## config.mk

```make
export PLATFORM = sky130hd
export DESIGN_NAME = edge_detector_conv
export DESIGN_NICKNAME = d
export VERILOG_FILES = /design/src/rtl/edge_detector_conv_pkg.sv /design/src/rtl/edge_detector_mag.sv /design/src/rtl/edge_detector_conv.sv
export SDC_FILE = /design/constraint.sdc
export NUM_CORES = 1
export LEC_CHECK = 0
export CORE_UTILIZATION = 59
export CTS_BUF_LIST = sky130_fd_sc_hd__clkbuf_2 sky130_fd_sc_hd__clkbuf_4 sky130_fd_sc_hd__clkbuf_8
export CTS_CLUSTER_SIZE = 25
export DETAILED_ROUTE_END_ITERATION = 8
export PLACE_DENSITY = 0.95
export RECOVER_POWER = 50
export SLEW_MARGIN = 20
export SYNTH_ARGS = -nofsm -noshare
export SYNTH_HDL_FRONTEND = slang
export SYNTH_SLANG_ARGS = --single-unit
```

## constraint.sdc

```tcl
create_clock -name Clk_i -period 10.9 [get_ports Clk_i]
set_input_delay 2.18 -clock Clk_i [delete_from_list [all_inputs] [get_ports Clk_i]]
set_output_delay 2.18 -clock Clk_i [all_outputs]
set_load 0.02 [all_outputs]
```

## src/rtl/edge_detector_conv_pkg.sv

```systemverilog
// Shared types and constants for the 3x3 gradient edge detector.
// Holds the FSM state type, width defaults and kernel geometry helpers.
package edge_detector_conv_pkg;

    typedef enum logic [1:0] {
        IDLE = 2'd0,
        ACC  = 2'd1,
        OUT  = 2'd2
    } state_t;

    localparam int PIX_W_DEF = 8;
    localparam int ACC_W_DEF = 11;
    localparam int KSIZE     = 3;
    localparam int NTAPS     = 9;

    localparam logic [3:0] LAST_TAP = 4'(NTAPS - 1);

    // Taps are walked row-major, so the tap number splits into row and column.
    function automatic logic [2:0] tap_row(input logic [3:0] idx);
        return 3'(idx / 4'(KSIZE));
    endfunction

    function automatic logic [2:0] tap_col(input logic [3:0] idx);
        return 3'(idx % 4'(KSIZE));
    endfunction

endpackage

```

## src/rtl/edge_detector_mag.sv

```systemverilog
// Combinational gradient magnitude: |gx| + |gy|, clamped to the pixel range.
// The sum is formed one bit wider than the gradients so it can never wrap.
module edge_detector_mag
    import edge_detector_conv_pkg::*;
#(
    parameter int PIX_W = PIX_W_DEF,
    parameter int ACC_W = ACC_W_DEF
) (
    input  logic signed [ACC_W-1:0] gx,
    input  logic signed [ACC_W-1:0] gy,
    output logic        [PIX_W-1:0] mag
);

    function automatic logic [ACC_W:0] abs_ext(input logic signed [ACC_W-1:0] v);
        logic [ACC_W:0] w;
        w = {v[ACC_W-1], v};
        if (v[ACC_W-1]) begin
            return ~w + (ACC_W+1)'(1);
        end
        return w;
    endfunction

    function automatic logic [PIX_W-1:0] sat_pix(input logic [ACC_W:0] s);
        if (|s[ACC_W:PIX_W]) begin
            return '1;
        end
        return s[PIX_W-1:0];
    endfunction

    logic [ACC_W:0] sum_abs;

    assign sum_abs = abs_ext(gx) + abs_ext(gy);
    assign mag     = sat_pix(sum_abs);

endmodule

```

## src/rtl/edge_detector_conv.sv

```systemverilog
// Sequential 3x3 gradient convolver: one tap per cycle against an external
// coefficient lookup, then holds Gx/Gy/magnitude until downstream accepts.
module edge_detector_conv
    import edge_detector_conv_pkg::*;
#(
    parameter int PIX_W = PIX_W_DEF,
    parameter int ACC_W = ACC_W_DEF
) (
    input  logic                    Clk_i,
    input  logic                    Rst_i,
    input  logic [9*PIX_W-1:0]      Window_i,
    input  logic                    Valid_i,
    output logic                    Ready_o,
    output logic [2:0]              Xindex_o,
    output logic [2:0]              Yindex_o,
    input  logic [2:0]              Kx_i,
    input  logic [2:0]              Ky_i,
    output logic signed [ACC_W-1:0] Gx_o,
    output logic signed [ACC_W-1:0] Gy_o,
    output logic [PIX_W-1:0]        Mag_o,
    output logic                    Valid_o,
    input  logic                    Ready_i
);

    state_t state, state_nxt;
    logic   capture;
    logic   acc_en;

    logic [9*PIX_W-1:0]      window_p0;
    logic [3:0]              idx;
    logic signed [ACC_W-1:0] gx_p1, gy_p1;

    logic [PIX_W-1:0]        pix_cur;
    logic signed [ACC_W-1:0] pix_ext, kx_ext, ky_ext;
    logic signed [ACC_W-1:0] prod_x, prod_y;

    always_ff @(posedge Clk_i) begin
        if (Rst_i) begin
            state <= IDLE;
        end else begin
            state <= state_nxt;
        end
    end

    always_comb begin
        state_nxt = state;
        Ready_o   = 1'b0;
        Valid_o   = 1'b0;
        capture   = 1'b0;
        acc_en    = 1'b0;
        Xindex_o  = 3'd0;
        Yindex_o  = 3'd0;
        case (state)
            IDLE: begin
                Ready_o = 1'b1;
                if (Valid_i) begin
                    capture   = 1'b1;
                    state_nxt = ACC;
                end
            end
            ACC: begin
                acc_en   = 1'b1;
                Xindex_o = tap_row(idx);
                Yindex_o = tap_col(idx);
                if (idx == LAST_TAP) begin
                    state_nxt = OUT;
                end
            end
            OUT: begin
                Valid_o = 1'b1;
                if (Ready_i) begin
                    state_nxt = IDLE;
                end
            end
            default: state_nxt = IDLE;
        endcase
    end

    // Stage p0 -> p1: unsigned pixel times signed coefficient, both widened first
    assign pix_cur = window_p0[idx*PIX_W +: PIX_W];
    assign pix_ext = {{(ACC_W-PIX_W){1'b0}}, pix_cur};
    assign kx_ext  = {{(ACC_W-3){Kx_i[2]}}, Kx_i};
    assign ky_ext  = {{(ACC_W-3){Ky_i[2]}}, Ky_i};
    assign prod_x  = pix_ext * kx_ext;
    assign prod_y  = pix_ext * ky_ext;

    always_ff @(posedge Clk_i) begin
        if (Rst_i) begin
            idx   <= '0;
            gx_p1 <= '0;
            gy_p1 <= '0;
        end else if (capture) begin
            window_p0 <= Window_i;
            idx       <= '0;
            gx_p1     <= '0;
            gy_p1     <= '0;
        end else if (acc_en) begin
            gx_p1 <= gx_p1 + prod_x;
            gy_p1 <= gy_p1 + prod_y;
            idx   <= (idx == LAST_TAP) ? 4'd0 : idx + 4'd1;
        end
    end

    assign Gx_o = gx_p1;
    assign Gy_o = gy_p1;

    edge_detector_mag #(
        .PIX_W (PIX_W),
        .ACC_W (ACC_W)
    ) u_mag (
        .gx  (gx_p1),
        .gy  (gy_p1),
        .mag (Mag_o)
    );

endmodule

```

==> reports/metrics.cfg, run 1 <==
[outcome]
violations = max-capacitance violations, max-slew violations
outcome = finished, violations left

[drt]
vias = 5396
drt_wl_total_um = 17300
ant_nets = 0
routed_via_density = 6.02
dr.pass1.iters = 5
drc = 0
initialDrtViolationCount = 325
wl_per_cell_um = 19.3

[timing]
tns_ns = 0
max_freq_mhz = 154
tightestPinTransition_ns = 3.70
fin_crit_ns = 6.51
rsz0062_at_grt = false
finalClockSkew_ns = 0.0125
hold_viol = 0
setup_viol = 0
finalWorstSetupSlack_ns = 4.39
holdWs_ns = 0.532
relSlewSlack_pct = -147
slew_violations = 73
min_period_over_period_pct = 59.7

[global_routing]
grt_max_degree = 73
gr-total-overflow = 0
antenna_found_initial = 0
track_usage_pct = 31.4
grt_pass1_wl_um = 27600
grt_pass1_vias = 5509

[die]
die_h_um = 110
core_um2 = 11400
pin_count = 120
start_util_pct = 60.3
fp-row-count = 39
die_area_um2 = 12100
die_width_um = 110

[clocking]
cts_resized = 0
clkLatencyLatePin_ns = 0.40
cts.sinks = 100
clkSlewWorstSetupHoldPaths_ns = 0.11
clockBufferDepth = 2
root_buffer = clkbuf_8
htreeDepth = 3
cts_tree = done
cts_setup_buffers = 0
cts-buffers-inserted = 9
hold_buffers = 0

[setup_path]
worstPathArrival_ns = 4.33
crit_required_ns = 8.72
critical_path_peak_fanout = 9
endpoint_kind = output pin
start_kind = register
criticalPathCategory = register to output pin

[yosys]
syn_area_um2 = 6890
syn_inst = 635
async_flop_share_pct = 0
seq_area_frac_synth_pct = 39.5
ys_ff_latch = 100
ys.flop_type = edfxtp_1
synthMuxAreaShare_pct = 6.83
synth_nets = 809
synth_area_per_cell_um2 = 10.8
synth_top_family_by_area = adder cells
synth_fa_ha_area_share_pct = 20.3
synth_edf_count = 72
synth-simple-area-share_pct = 14.5
yosys_warnings = 0
synth-compound-area-share_pct = 10.2
synth_xor_xnor_area_share_pct = 4.96
yosys.cell_types.count = 55

[power_and_ir_drop]
combPwrFrac_pct = 39.1
p_sw_share_pct = 35.9
power.total_w = 0.00118
p_int_w = 0.000755
ir_worst_vdd_uv = 125
p_sw_w = 0.000422
power_density_nw_per_um2 = 140
power.leakage_nw = 3.32
seq_power_share_pct = 38.4
clockPowerShare_pct = 22.5

[finish]
layout.nets = 923
antenna_cells = 0
final_common_cell = dlygate4sd3_1
final_cell_mix = 74 x dlygate4sd3_1, 72 x edfxtp_1, 70 x nand2_1, 59 x ha_1
areaGrowthSynthToFinish_pct = 22.4
instances_no_fill = 897
layout-drive-gt1-share_pct = 6.37
num-fill-cells = 761

[placed_design]
dp_cells = 881
portBuffers = 119
place_ws_ns = 4.24
dp_hpwl_um = 12900
routabilityCongestion = 0.911

[worst_hold_path]
hp-class = register to register

[run]
cap_violations = 1

==> layer usage <==
layer,up-vias,global-route usage [%],share of wire [%]
li1,2478,-,-
met1,2598,36.9,38
met2,267,54.5,51
met3,53,5.82,6.8
met4,0,16.9,4.2
met5,-,0,0
==> through the flow <==
step | utilization, % | area, um2
floorplan | - | 6890
global placement | 72.0 | 8220
detailed placement | 72.0 | 8220
CTS | 73.8 | 8430
global route | 73.8 | 8430
finish | 73.8 | 8430
==> critical path, cell delays in order (launching register included) <==
cell and delay, ns:
dfxtp_1 0.43, or4_1 0.59, or2_2 0.32, o21ai_0 0.20, xnor2_1 0.16, ha_1 0.35
a211o_1 0.34, o22a_1 0.19, o21ai_0 0.12, mux2i_1 0.18, nor4_4 0.34, o21ai_1 0.14
clkdlybuf4s50_1 0.56
==> Yosys cell counts, types with 15 or more instances <==
cell type	instances	area share (%)
inv_1	45	2.5
xnor2_1	35	4.5
mux4_2	16	5.2
edfxtp_1	72	31
and2_1	31	2.8
a21oi_1	36	2.6
fa_1	33	9.6
ha_1	59	11
nor2_1	44	2.4
clkbuf_1	17	0.93
dfxtp_1	28	8.1
nor3_1	15	1.1
o21ai_0	18	1.3
nand2_1	70	3.8
==> logic make-up (layout without fill, tap and decap cells) <==
kind of cell	after synthesis	in the layout
buffers and inverters	67	186
adder cells (fa/ha/maj)	92	92
AO/OA/AOI/OAI	105	105
AND/OR/NAND/NOR	205	205
flip-flops	100	100
multiplexers	27	27
XOR/XNOR	39	39
==> worst paths after layout <==
path,startpoint,endpoint,slack (ns),depth (start not counted)
worst min-delay path,Gx_o[6],Gx_o[6],0.53,2
worst min register to register,Gx_o[6],Gx_o[6],0.53,2
worst max register to register,idx[3],Gx_o[10],5.16,18
worst max-delay path,Gx_o[3],Mag_o[3],4.39,12
==> state kept, by name, indices dropped and copies added (netlist names) <==
register / flops
window_p0: 72
state: 2
Gy_o: 11
Gx_o: 11
idx: 4
==> area by class of cell <==
cell class	count	area (um2)	share of cell area (%)
tap	143	179	2.12
timing repair buffer	123	1210	14.4
multi-input combinational	468	3920	46.6
clock inverter	7	86.3	1.02
clock buffer	9	124	1.47
sequential	100	2720	32.3
inverter	47	176	2.09
==> power by group through the flow <==
stage / Clock, W / Combinational (W) / Sequential, W
4_1_cts: 0.000265 / 0.000466 / 0.000451
3_5_place_dp: 0 / 0.000459 / 0.000459
3_3_place_gp: 0 / 0.000441 / 0.000457
5_1_grt: 0.000279 / 0.000515 / 0.000456
2_1_floorplan: 0 / 0.000301 / 0.000462
6_report: 0.000264 / 0.000460 / 0.000452
Power figures use the tool's default switching activity.
==> run 2: changes to the inputs <==
--- a/config.mk
+++ b/config.mk
@@ -5,11 +5,11 @@
 export SDC_FILE = /design/constraint.sdc
 export NUM_CORES = 1
 export LEC_CHECK = 0
-export CORE_UTILIZATION = 59
+export CORE_UTILIZATION = 50
 export CTS_BUF_LIST = sky130_fd_sc_hd__clkbuf_2 sky130_fd_sc_hd__clkbuf_4 sky130_fd_sc_hd__clkbuf_8
 export CTS_CLUSTER_SIZE = 25
 export DETAILED_ROUTE_END_ITERATION = 8
-export PLACE_DENSITY = 0.95
+export PLACE_DENSITY = 0.89
 export RECOVER_POWER = 50
 export SLEW_MARGIN = 20
 export SYNTH_ARGS = -nofsm -noshare
==> constraint.sdc (replaced) <==
create_clock -name Clk_i -period 5.3 [get_ports Clk_i]
set_input_delay 1.06 -clock Clk_i [delete_from_list [all_inputs] [get_ports Clk_i]]
set_output_delay 1.06 -clock Clk_i [all_outputs]
set_load 0.02 [all_outputs]
==> reports/metrics.cfg, run 2 (synthesized netlist as in run 1, its figures left out) <==
[die]
die_width_um = 119  ; +8.5%
fp-row-count = 42  ; +7.7%
pin_count = 120  ; unchanged
start_util_pct = 51.6  ; -8.7 points
die_h_um = 119  ; +8.5%
core_um2 = 13300  ; +17%
die_area_um2 = 14200  ; +18%

[timing]
setup_viol = 0  ; unchanged
finalClockSkew_ns = 0.0145  ; +0.00203 ns
slew_violations = 23  ; -68%
max_freq_mhz = 202
min_period_over_period_pct = 93.6
tightestPinTransition_ns = 1.64  ; -2.06 ns
fin_crit_ns = 4.96
relSlewSlack_pct = -9.42  ; +140 points
rsz0062_at_grt = false
hold_viol = 0  ; unchanged
tns_ns = 0  ; unchanged

[setup_path]
r2r_slack_ns = 0.34  ; -4.82 ns
r2r_start = idx[0]
cp_common_cell = fa_1
crit_start = idx[0]
worstRegToRegCells = 15  ; -3
critPathCapture = Gy_o[10]
criticalPathCategory = register to register
slowest_stage = mux4_2
worstPathArrival_ns = 5.24  ; +0.91 ns
endpoint_kind = register
r2r_end = Gy_o[10]
start_kind = register
max_stage_delay_ns = 0.55  ; -0.04 ns
critical_path_peak_fanout = 8  ; -1
cp_cell_sequence = mux4_2 > mux2i_1 > o21ai_0 > and2_1 > fa_1 > fa_1 > fa_1 > ha_1 > fa_1 > a21oi_1 > o211ai_1 > o22ai_1 > xnor2_1 > a21oi_1 > a31o_2
crit_required_ns = 5.59  ; -3.13 ns

[clocking]
htreeDepth = 3  ; unchanged
clockBufferDepth = 2  ; unchanged
hold_buffers = 0  ; unchanged
cts_tree = done
clkLatencyLatePin_ns = 0.38  ; -0.02 ns
cts.sinks = 100  ; unchanged
cts-buffers-inserted = 9  ; unchanged
root_buffer = clkbuf_8
clkSlewWorstSetupHoldPaths_ns = 0.11  ; about the same

[drt]
wl_per_cell_um = 16.1  ; -16%
dr.pass1.iters = 4  ; -1
drt_wl_total_um = 15200  ; -12%
drc = 0  ; unchanged
ant_nets = 0  ; unchanged
vias = 5184  ; -3.9%
initialDrtViolationCount = 216  ; -34%
routed_via_density = 5.49  ; -8.8%

[global_routing]
grt_pass1_vias = 5268  ; -4.4%
grt_max_degree = 33  ; -55%
antenna_found_initial = 0  ; unchanged
gr-total-overflow = 0  ; unchanged
grt_pass1_wl_um = 24800  ; -10%
track_usage_pct = 22.5  ; -8.9 points

[finish]
num-fill-cells = 1020  ; +34%
fin_util_pct = 64.3  ; -9.5 points
final_common_cell = dlygate4sd3_1
final_cell_mix = 78 x dlygate4sd3_1, 72 x edfxtp_1, 70 x nand2_1, 58 x ha_1, 45 x inv_1
instances_no_fill = 945  ; +5.4%
areaGrowthSynthToFinish_pct = 24.6
largest_reg_flops = 72  ; unchanged
layout.nets = 938  ; +1.6%
antenna_cells = 0  ; unchanged
top_register = window_p0
layout-drive-gt1-share_pct = 8.71  ; +2.3 points

[placed_design]
dp_cells = 927  ; +5.2%
dp_hpwl_um = 11900  ; -7.5%
portBuffers = 119  ; unchanged
routabilityCongestion = 0.886  ; -2.7%

[worst_hold_path]
hp-class = register to register

[power_and_ir_drop]
power_density_nw_per_um2 = 273  ; +96%
power.leakage_nw = 3.51  ; +5.7%
power.total_w = 0.00235  ; +99%
ir_worst_vdd_uv = 200  ; +59%

[run]
cap_violations = 1  ; unchanged

[outcome]
outcome = finished, violations left
violations = max-capacitance violations, max-slew violations

run 2: changes by cell type in the layout (fill, tap and decap cells not counted), moves of 2 or more:
| cell | delta |
|---|---|
| buf_4 | +17 |
| clkbuf_1 | -2 |
| clkdlybuf4s50_1 | -12 |
| clkinv_4 | +3 |
| dlygate4sd3_1 | +4 |
| dlymetal6s2s_1 | +8 |
| inv_6 | -2 |
run 2: area by class of cell:
type / instances / area (um2) / area share [%]
clock buffer: 10 / 131 / 1.53
sequential: 100 / 2720 / 31.7
timing repair buffer: 138 / 1350 / 15.8
inverter: 47 / 176 / 2.06
multi-input combinational: 468 / 3920 / 45.7
clock inverter: 6 / 57.6 / 0.671
tap: 176 / 220 / 2.57
run 2: worst min path at each step:
stage,depth (start not counted),slack (ns),endpoint,startpoint
after floorplan,1,0.47,state[0],state[1]
after global placement,1,0.52,state[0],state[1]
after detailed placement,2,0.52,Gx_o[1],Gx_o[1]
after CTS,2,0.54,Gx_o[1],Gx_o[1]
after global routing,2,0.58,Gx_o[1],Gx_o[1]
final,2,0.55,Gx_o[1],Gx_o[1]
run 2: metrics by stage:
step | instance area [um2] | hold WS (ns) | setup WS, ns
after floorplan | 6890 | 0.470 | 0.423
after global placement | 8360 | 0.521 | 0.152
after detailed placement | 8360 | 0.524 | 0.106
after CTS | 8550 | 0.538 | 0.0433
after global routing | 8580 | 0.582 | 0.0358
final | 8580 | 0.549 | 0.341
run 2: where the power goes:
part,internal (W),total [W],switching (W)
Clock,0.000187,0.000475,0.000288
Combinational,0.000444,0.000943,0.000499
Sequential,0.000881,0.000928,0.0000471
Total,0.00151,0.00235,0.000834
run 2: repair_timing:
item / 4_1_cts / 5_1_grt
setup endpoints to repair: 0 / 12
gates resized for setup: 0 / 12
setup buffers: 0 / 2
run 2: worst max-delay path, delay by kind of cell (launching register included):
family	cells	cell delay, ns
mux	2	0.76
compound gates	6	1.12
flops	1	0.49
simple gates	1	0.25
fa+ha+maj	5	2.10
xor+xnor	1	0.16
run 2: layer usage:
layer | vias up | wire length (um) | part of all wire, % | track usage [%]
li1 | 2510 | - | - | -
met1 | 2460 | 6330 | 42 | 27.1
met2 | 186 | 7660 | 50 | 39.8
met3 | 28 | 921 | 6.0 | 4.41
met4 | 0 | 328 | 2.2 | 8.52
met5 | - | 0 | 0 | 0
